File: config.mk
export PLATFORM = sky130hd
export DESIGN_NAME = alu_arbiter
export DESIGN_NICKNAME = d
export VERILOG_FILES = /design/src/rtl/alu_arbiter.sv
export SDC_FILE = /design/constraint.sdc
export NUM_CORES = 1
export LEC_CHECK = 0
export CAP_MARGIN = 40
export CORE_MARGIN = 5
export CORE_UTILIZATION = 33
export DETAILED_ROUTE_END_ITERATION = 8
export GPL_TIMING_DRIVEN = 0
export PLACE_DENSITY = 0.79
export REMOVE_ABC_BUFFERS = 1
export SYNTH_ARGS = -nofsm -noshare
export SYNTH_HDL_FRONTEND = slang
export SYNTH_SLANG_ARGS = --single-unit
File: constraint.sdc
create_clock -name clk -period 3.5 [get_ports clk]
set_input_delay 1.05 -clock clk [delete_from_list [all_inputs] [get_ports clk]]
set_output_delay 1.05 -clock clk [all_outputs]
set_load 0.02 [all_outputs]
File: src/rtl/alu_arbiter.sv
// Round-robin front end that shares one combinational ALU between two requesters.
// Each op takes IDLE -> EXEC -> DONE: grant pulse in EXEC, done pulse in DONE.
module alu_arbiter #(
  parameter int WIDTH = 16
) (
  input  logic             clk,
  input  logic             reset,
  input  logic             req0,
  input  logic [WIDTH-1:0] a0,
  input  logic [WIDTH-1:0] b0,
  input  logic [2:0]       op0,
  input  logic             s_inm0,
  output logic             gnt0,
  output logic             done0,
  input  logic             req1,
  input  logic [WIDTH-1:0] a1,
  input  logic [WIDTH-1:0] b1,
  input  logic [2:0]       op1,
  input  logic             s_inm1,
  output logic             gnt1,
  output logic             done1,
  output logic [WIDTH-1:0] alu_a,
  output logic [WIDTH-1:0] alu_b,
  output logic [2:0]       alu_op,
  output logic             alu_s_inm,
  input  logic [WIDTH-1:0] alu_y,
  input  logic             alu_carry,
  input  logic             alu_overflow,
  input  logic             alu_zero,
  output logic [WIDTH-1:0] result,
  output logic [2:0]       flags,
  output logic             owner,
  output logic             busy
);

  typedef enum logic [1:0] {
    IDLE = 2'd0,
    EXEC = 2'd1,
    DONE = 2'd2
  } state_e;

  state_e           state_q;
  logic             last_grant_q;
  logic             owner_pending_q;
  logic [WIDTH-1:0] opa_q;
  logic [WIDTH-1:0] opb_q;
  logic [2:0]       opc_q;
  logic             ops_q;
  logic             gnt0_q, gnt1_q, done0_q, done1_q, busy_q;
  logic [WIDTH-1:0] result_q;
  logic [2:0]       flags_q;
  logic             owner_q;

  // Winner for this IDLE edge: the lone requester, or on a tie the one not granted last.
  logic sel_d;
  always_comb begin
    sel_d = req1;
    if (req0 && req1) sel_d = ~last_grant_q;
  end

  always_ff @(posedge clk) begin
    if (reset) begin
      state_q         <= IDLE;
      last_grant_q    <= 1'b1;
      owner_pending_q <= 1'b0;
      opa_q           <= '0;
      opb_q           <= '0;
      opc_q           <= 3'b000;
      ops_q           <= 1'b0;
      gnt0_q          <= 1'b0;
      gnt1_q          <= 1'b0;
      done0_q         <= 1'b0;
      done1_q         <= 1'b0;
      busy_q          <= 1'b0;
      result_q        <= '0;
      flags_q         <= 3'b000;
      owner_q         <= 1'b0;
    end else begin
      case (state_q)
        IDLE: begin
          if (req0 || req1) begin
            state_q         <= EXEC;
            last_grant_q    <= sel_d;
            owner_pending_q <= sel_d;
            opa_q           <= sel_d ? a1 : a0;
            opb_q           <= sel_d ? b1 : b0;
            opc_q           <= sel_d ? op1 : op0;
            ops_q           <= sel_d ? s_inm1 : s_inm0;
            gnt0_q          <= ~sel_d;
            gnt1_q          <= sel_d;
            busy_q          <= 1'b1;
          end
        end
        EXEC: begin
          state_q  <= DONE;
          result_q <= alu_y;
          flags_q  <= {alu_carry, alu_overflow, alu_zero};
          owner_q  <= owner_pending_q;
          done0_q  <= ~owner_pending_q;
          done1_q  <= owner_pending_q;
          gnt0_q   <= 1'b0;
          gnt1_q   <= 1'b0;
          // Operand registers double as the ALU drive, so clearing them idles the ALU inputs.
          opa_q    <= '0;
          opb_q    <= '0;
          opc_q    <= 3'b000;
          ops_q    <= 1'b0;
        end
        DONE: begin
          state_q <= IDLE;
          done0_q <= 1'b0;
          done1_q <= 1'b0;
          busy_q  <= 1'b0;
        end
        default: begin
          state_q <= IDLE;
          gnt0_q  <= 1'b0;
          gnt1_q  <= 1'b0;
          done0_q <= 1'b0;
          done1_q <= 1'b0;
          busy_q  <= 1'b0;
        end
      endcase
    end
  end

  assign gnt0      = gnt0_q;
  assign gnt1      = gnt1_q;
  assign done0     = done0_q;
  assign done1     = done1_q;
  assign busy      = busy_q;
  assign alu_a     = opa_q;
  assign alu_b     = opb_q;
  assign alu_op    = opc_q;
  assign alu_s_inm = ops_q;
  assign result    = result_q;
  assign flags     = flags_q;
  assign owner     = owner_q;

endmodule

## Word-level counts from Yosys, hierarchy flattened

Cells that the tools add are included.

- Bits in registers: 65
- Word-level logic and storage cells: 54

- Equality and inequality tests: 3
- Multiplexer cells: 23
- Bitwise gates (word level): 5
- Reductions and logical operators: 8

Operator list:

| operator | number |
|---|---|
| 16-bit two-way mux | 4 |
| 16-bit one-hot mux with 2 select lines | 2 |
| 1-bit one-hot mux with 2 select lines | 6 |
| 2-bit AND reduction | 4 |
| 1-bit two-way mux | 6 |
| 3-bit two-way mux | 2 |
| 3-bit one-hot mux with 2 select lines | 1 |
| 1-bit NOT | 5 |
| 2-bit one-hot mux with 2 select lines | 1 |
| 2-bit by 1-bit == test with 1-bit output (second input constant) | 1 |
| 2-bit == test (second input constant) | 1 |
| 2-bit zero test | 1 |
| 2-bit two-way mux | 1 |
| 2-bit != test (second input constant) | 1 |
| 2-bit nonzero test | 1 |
| 1-bit logical AND | 1 |
| 1-bit logical OR | 1 |

## Depth between registers and ports, before layout

Gate-level depths: netlist of the first run.

- Word-level depth: 5
- Mapped depth: 5
- Mapped depth without buffers: 3

## Worst setup path before layout of the first run

OpenSTA, ideal clock, no wires.

- Kind: input-to-reg
- Start: input port req1
- End: register opa_q[0], in the netlist alu_a[0]
- Setup time: 0.070 ns
- Data arrival time: 1.938 ns
- Required time: 3.430 ns
- Path slack: 1.491 ns
- Cell stages on the path: 4
- Cells stage by stage: or3_4 -> a21oi_4 -> buf_6 -> o2bb2ai_1

- Longest elaborated chain between the ends: 5
- Elaborated cells on any way between the ends: 8
- Classes of those cells: eq/ne: 1; mux: 4; reduce/logical: 3

RTL lines:

| what | line | text |
|---|---|---|
| from (decl) | 15 | `input logic req1,` |
| 1-bit logical AND | 58 | `if (req0 && req1) sel_d = ~last_grant_q;` |
| 1-bit two-way mux | 58 |  |
| 16-bit two-way mux | 85 | `opa_q <= sel_d ? a1 : a0;` |
| 16-bit two-way mux | 81 | `if (req0 \|\| req1) begin` |
| 16-bit one-hot mux with 2 select lines | 79 | `case (state_q)` |
| to (signal assigned) | 85 |  |
| to (decl) | 45 | `logic [WIDTH-1:0] opa_q;` |

Parallel ways exist; a longest one is shown, timed or not. The select of a mux whose other input is x is not followed.
A chain may end at the register's enable or synchronous reset.

## Worst setup path after layout of the first run

- Start: input port req1
- End: register opa_q[11], in the netlist alu_a[11]

The elaborated chain is that of the path after synthesis.

==> results of run 1 <==
==> logic make-up (layout without fill, tap and decap cells) <==
family | count (synthesis) | count (layout)
AND/OR/NAND/NOR | 59 | 59
flip-flops | 65 | 65
multiplexers | 38 | 38
AO/OA/AOI/OAI | 63 | 63
buffers and inverters | 23 | 177
==> path summary, 6_finish.rpt <==
kind	startpoint	end	slack [ns]	cells after the start
worst max register to register	last_grant_q	alu_a[11]	1.78	4
worst min register to register	busy	busy	0.45	2
worst min-delay path	busy	busy	0.45	2
worst max-delay path	req1	alu_a[11]	0.78	5
==> worst max-delay path: cells and delay by family <==
family,cells,cell delay (ns)
buffers and inverters,2,0.85
AO/OA/AOI/OAI,2,0.75
multiplexers,1,0.24
==> sequential cells by signal, summed over array words and instances, names as in the netlist, 2 cells and up <==
name	count
alu_a	16
alu_b	16
alu_op	3
flags	3
result	16
state_q	2
==> where the power goes <==
group	leakage, nW	switching (mW)	internal [mW]	total, mW
clock	0.0929	0.260	0.322	0.582
sequential	0.534	0.0338	0.798	0.832
combinational	0.971	0.196	0.247	0.443
total	1.60	0.490	1.37	1.86
==> layer usage <==
metal	share of wire	wire [um]	global-route usage
met5	0	0	0
met4	0.0058	42	0.0347
met3	0.12	900	0.0979
met2	0.45	3280	0.231
met1	0.42	3070	0.174
==> area by class of cell <==
cell class / count / area [um2] / share of cell area
Clock buffer: 11 / 131 / 0.0301
Clock inverter: 4 / 45.0 / 0.0103
Inverter: 3 / 11.3 / 0.00258
Multi-Input combinational cell: 160 / 1130 / 0.258
Sequential cell: 65 / 1300 / 0.298
Tap cell: 102 / 128 / 0.0293
Timing Repair Buffer: 159 / 1620 / 0.371
==> cells in the mapped netlist <==
cell type / count
or3b_1: 1
a21boi_0: 1
buf_2: 3
nand3_1: 1
a211o_1: 1
buf_6: 7
a21oi_4: 1
nand2_1: 43
mux2i_1: 38
clkbuf_1: 7
a21boi_1: 1
dfxtp_1: 65
inv_1: 2
buf_4: 3
nand2b_1: 1
o2bb2ai_1: 36
o21ai_0: 1
a21oi_1: 20
nor3_1: 2
a32oi_1: 1
nor2_1: 7
o211a_1: 1
inv_2: 1
or3_4: 1
nor2b_1: 1
nor4b_1: 1
or4_4: 1
==> placed cells by master (no fill, tap or decap), drive strengths merged, types with 2 or more instances in the layout <==
cell,n
clkbuf,11
clkdlybuf4s50,155
a21oi,21
mux2i,38
o2bb2ai,36
nor3,2
dfxtp,65
nor2,7
a21boi,2
clkinv,3
buf,4
nand2,43
inv,3
==> stage by stage <==
stage	utilization	power (mW)
final	0.570	1.86
after floorplan	-	1.04
after CTS	0.570	1.89
after global placement	0.537	1.28
after global routing	0.570	1.96
after detailed placement	0.547	1.30
==> results.txt, run 1 <==
Largest net degree at the start of global routing -> 39
ANT cells -> 0
MaxCap Viol Count -> 0
Worst EP arrival -> 2.90 ns
Clock root cell -> clkbuf_8
WS Path Type -> input pin to flop
Worst hold slack -> 0.447 ns
Vias in the first global route -> 2357
Pins Over Slew Limit -> 0
FILL cells -> 665
Final Skew -> 0.00910 ns
Remaining antenna violation count after routing -> 0
Remaining Overflow, GRT -> 0
Crit-path max FO -> 21
Area growth syn-to-layout -> 69.7%
PostCTS Resize Cnt -> 0
Top cell type's share of synthesized area -> 0.506
Area fraction in compound gates after synthesis -> 0.186
DRT Pass-1 Iters -> 4
Routed len/inst -> 14.5 um
CP Launch Type -> input pin
Final hold viol count -> 0
Total core area -> 0.00765 mm2
Post-CTS Setup Inserts -> 0
CTS clock-pin slew for the worst setup and hold paths -> 0.07 ns
Worst vdd ir -> 0.248 mV
Post-synthesis adder-cell area fraction -> 0
Headroom to the max-slew limit -> 0.482
Status -> finished clean
Fin nets -> 493
Hold crit path type -> flop to flop
DRC errors left -> 0
Row cnt -> 32
GPL Wtd Cong -> 0.812
Via count -> 2351
Placed cell count -> 489
Die H -> 98.3 um
Fin crit share -> 0.776
Clock Path Buffers -> 2
PwrDens -> 426 mW/mm2
Non-filler cells, final -> 504
Cell Area, Synth -> 0.00257 mm2
Final instance area -> 0.00436 mm2
Min cycle time layout -> 2.72 ns
Cts hold-fix bufs -> 0
Die Span X -> 98.3 um
Area contributors post-synth -> dfxtp_1 51%, mux2i_1 15%, o2bb2ai_1 12%
Number of buffers added on ports -> 155
Clk sinks -> 65
Ys Warns -> 0
Inserted Clock Buffers -> 9
Cell count after synthesis -> 248
CP cell instances -> clkdlybuf4s50_1 -> a21boi_4 -> buf_12 -> mux2i_1 -> o2bb2ai_1
Gr usage total -> 0.150
Post-Synth XOR/XNOR Area -> 0
Setup TNS -> 0 ns
Layout cells sized above 1 -> 0.0547
Worst Setup Slack, final -> 0.782 ns
Number of I/O pins -> 156
Critical path's largest stage delay -> 0.66 ns
Synth cell types -> 27
Final setup viols -> 0
Fmax -> 368 MHz
Max H-tree Level -> 3
Worst skew pair latency -> 0.32 ns
DR iter-0 viols -> 40
Mean Syn Cell Area -> 10.4 um2
Multiplexer share of the synthesized area -> 0.148
Starting density of the core -> 0.336
Leak Pwr -> 1.60 nW
HPWL after DPL -> 5550 um
CTS tree -> yes
Fraction of the mapped netlist area in simple logic gates -> 0.0993
Global-route wire length before repair -> 11800 um
Data required, critical path -> 3.69 ns
Worst path slowest cell -> a21boi_4
RSZ-0062 raised after global routing -> false
Initial antenna violation count -> 0
Register bit total from synthesis -> 65
Placed Area -> 0.00418 mm2
Drt via density -> 4.66
Full die area -> 0.00965 mm2
Crit end category -> flop
Main combinational cell family by area after synthesis -> compound AO/OA/AOI/OAI gates
Seq/Total Area, Yosys -> 0.506
Worst-margin pin slew -> 0.777 ns
Final wirelength -> 7300 um
Pre-CTS WS -> 0.417 ns
Leading area contributor after synthesis -> dfxtp_1
Note: power is estimated with default switching activity, not from simulation.
==> run 2: changes to the inputs <==
--- a/config.mk
+++ b/config.mk
@@ -10,7 +10,7 @@
 export CORE_UTILIZATION = 33
 export DETAILED_ROUTE_END_ITERATION = 8
 export GPL_TIMING_DRIVEN = 0
-export PLACE_DENSITY = 0.79
+export PLACE_DENSITY = 0.81
 export REMOVE_ABC_BUFFERS = 1
 export SYNTH_ARGS = -nofsm -noshare
 export SYNTH_HDL_FRONTEND = slang
==> constraint.sdc (replaced) <==
create_clock -name clk -period 2.3 [get_ports clk]
set_input_delay 0.69 -clock clk [delete_from_list [all_inputs] [get_ports clk]]
set_output_delay 0.69 -clock clk [all_outputs]
set_load 0.02 [all_outputs]
==> run 2 against run 1 <==
Net effect:
- first-iteration DRC count decreased by 10%
- critical path depth fell by 2
- register-to-register slack got worse by 1.1 ns
- final cell count is 0.79% higher
- via count grew 0.72%
- worst hold slack gained 0.0039 ns
- total power up 47%
- count of clock-buffer cells in the layout grew 1
- sequential cell count is the same
- die area unchanged
- core utilization about the same
- combinational power increased by 53%
- largest power group unchanged
- highest routed layer unchanged
==> results.txt, run 2 (synthesis gave the netlist of run 1 again) <==
Status -> finished clean
Area growth syn-to-layout -> 69.7% (about the same)
Remaining antenna violation count after routing -> 0 (unchanged)
Comb pwr share -> 0.250 (+0.011)
Via count -> 2368 (+0.72%)
Gr usage total -> 0.150 (+0.000608)
Final setup viols -> 0 (unchanged)
Min cycle time layout -> 2.18 ns
Switching Share -> 0.273 (+0.00874)
DR iter-0 viols -> 36 (-10%)
Worst path slowest cell -> or4_4
Register share of total power -> 0.465 (+0.017)
CP Launch Type -> input pin
Inserted Clock Buffers -> 9 (unchanged)
CTS clock-pin slew for the worst setup and hold paths -> 0.07 ns (about the same)
Leak Pwr -> 1.60 nW (+0.38%)
Die Span X -> 98.3 um (unchanged)
CTS tree -> yes
Layout cells sized above 1 -> 0.0616 (+0.00685)
HPWL after DPL -> 5710 um (+2.9%)
Final hold viol count -> 0 (unchanged)
Starting density of the core -> 0.336 (unchanged)
Worst EP arrival -> 2.43 ns (-0.47 ns)
RSZ-0062 raised after global routing -> false
Remaining Overflow, GRT -> 0 (unchanged)
Clk sinks -> 65 (unchanged)
Full die area -> 0.00965 mm2 (unchanged)
Total core area -> 0.00765 mm2 (unchanged)
Worst-margin pin slew -> 0.755 ns (-0.0228 ns)
Internal power -> 1.98 mW (+45%)
Largest net degree at the start of global routing -> 39 (unchanged)
Clock Power Share -> 0.285 (-0.028)
Data required, critical path -> 2.54 ns (-1.15 ns)
Worst skew pair latency -> 0.32 ns (about the same)
DRT Pass-1 Iters -> 4 (unchanged)
Fmax -> 459 MHz
Commonest non-fill, non-tap cell in the layout -> clkdlybuf4s50_1
Number of I/O pins -> 156 (unchanged)
Fin nets -> 496 (+0.61%)
Hold crit path type -> flop to flop
Global-route wire length before repair -> 11900 um (+1.2%)
Final Skew -> 0.00829 ns (-0.000808 ns)
MaxCap Viol Count -> 0 (unchanged)
Crit-path max FO -> 38 (+81%)
Most frequent cells in the layout -> 155 x clkdlybuf4s50_1, 65 x dfxtp_1, 43 x nand2_1, 38 x mux2i_1, 36 x o2bb2ai_1
Drt via density -> 4.66 (about the same)
Clock root cell -> clkbuf_8
Crit end category -> flop
Headroom to the max-slew limit -> 0.497 (+0.0152)
PwrDens -> 624 mW/mm2 (+46%)
Fin crit share -> 0.948
Final wirelength -> 7310 um (+0.14%)
CP cell instances -> clkdlybuf4s50_1 -> or4_4 -> o2bb2ai_1
ANT cells -> 0 (unchanged)
Clock Path Buffers -> 2 (unchanged)
Die H -> 98.3 um (unchanged)
Number of buffers added on ports -> 155 (unchanged)
DRC errors left -> 0 (unchanged)
WS Path Type -> input pin to flop
Initial antenna violation count -> 0 (unchanged)
Pins Over Slew Limit -> 0 (unchanged)
Max H-tree Level -> 3 (unchanged)
Critical path's largest stage delay -> 0.81 ns (+0.15 ns)
Setup TNS -> 0 ns (unchanged)
Worst vdd ir -> 0.336 mV (+35%)
Vias in the first global route -> 2404 (+2.0%)
Routed len/inst -> 14.4 um (-0.65%)
Cts hold-fix bufs -> 0 (unchanged)
Sw Pwr -> 0.742 mW (+51%)
Worst hold slack -> 0.451 ns (+0.00386 ns)
Row cnt -> 32 (unchanged)
GPL Wtd Cong -> 0.769 (-5.3%)
-- run 2: cell count changes in the layout (fill, tap and decap cells not counted), sizes merged --
| cell | before | now |
|---|---|---|
| clkbuf | 11 | 12 |
| bufinv | 1 | 0 |
| clkinv | 3 | 4 |
| buf | 4 | 7 |
-- run 2: area by class of cell --
type	instances	area, um2
sequential	65	1300
multi-input combinational	160	1130
inverter	3	11.3
clock inverter	4	20.0
timing repair buffer	162	1640
tap	102	128
clock buffer	12	135
fill	667	3290
-- run 2: layer usage --
layer	GRT usage	wire length (um)
met3	0.0693	741
met5	0	0
met2	0.247	3410
met1	0.178	3100
met4	0.0410	51
-- run 2: worst max-delay path: cells and delay by family --
kind                   cells  cell delay [ns]
and+or+nand+nor            1             0.81
buffers and inverters      1             0.67
AOI/OAI and AO/OA          1             0.23
-- run 2: path summary, 6_finish.rpt --
| kind | startpoint | end | slack (ns) | cells after the start |
|---|---|---|---|---|
| worst max-delay path | reset | alu_a[3] | 0.12 | 3 |
| worst min-delay path | result[6] | result[6] | 0.45 | 2 |
| worst max register to register | state_q[0] | result[14] | 0.67 | 4 |
| worst min register to register | result[6] | result[6] | 0.45 | 2 |
-- run 2: through the flow --
step | setup slack (ns) | power, mW | util | instance area [um2] | cells
after floorplan | -1.40 | 1.58 | - | 2430 | 228
after global placement | -3.05 | 1.95 | 0.537 | 4110 | 485
after detailed placement | -0.465 | 1.97 | 0.547 | 4180 | 489
after CTS | 0.105 | 2.77 | 0.570 | 4360 | 508
after global routing | 0.0554 | 2.88 | 0.570 | 4360 | 508
final | 0.119 | 2.72 | 0.570 | 4360 | 508
-- run 2: power groups by stage --
stage	registers, mW	logic, mW	clock network, mW
floorplan	1.39	0.190	0
global placement	1.29	0.668	0
detailed placement	1.29	0.683	0
CTS	1.27	0.690	0.813
global route	1.28	0.729	0.876
finish	1.27	0.680	0.776
-- run 2: timing repair --
action | 4_1_cts | 5_1_grt
setup endpoints to repair | 21 | 0
setup buffers | 3 | 0
resized for setup | 0 | 0
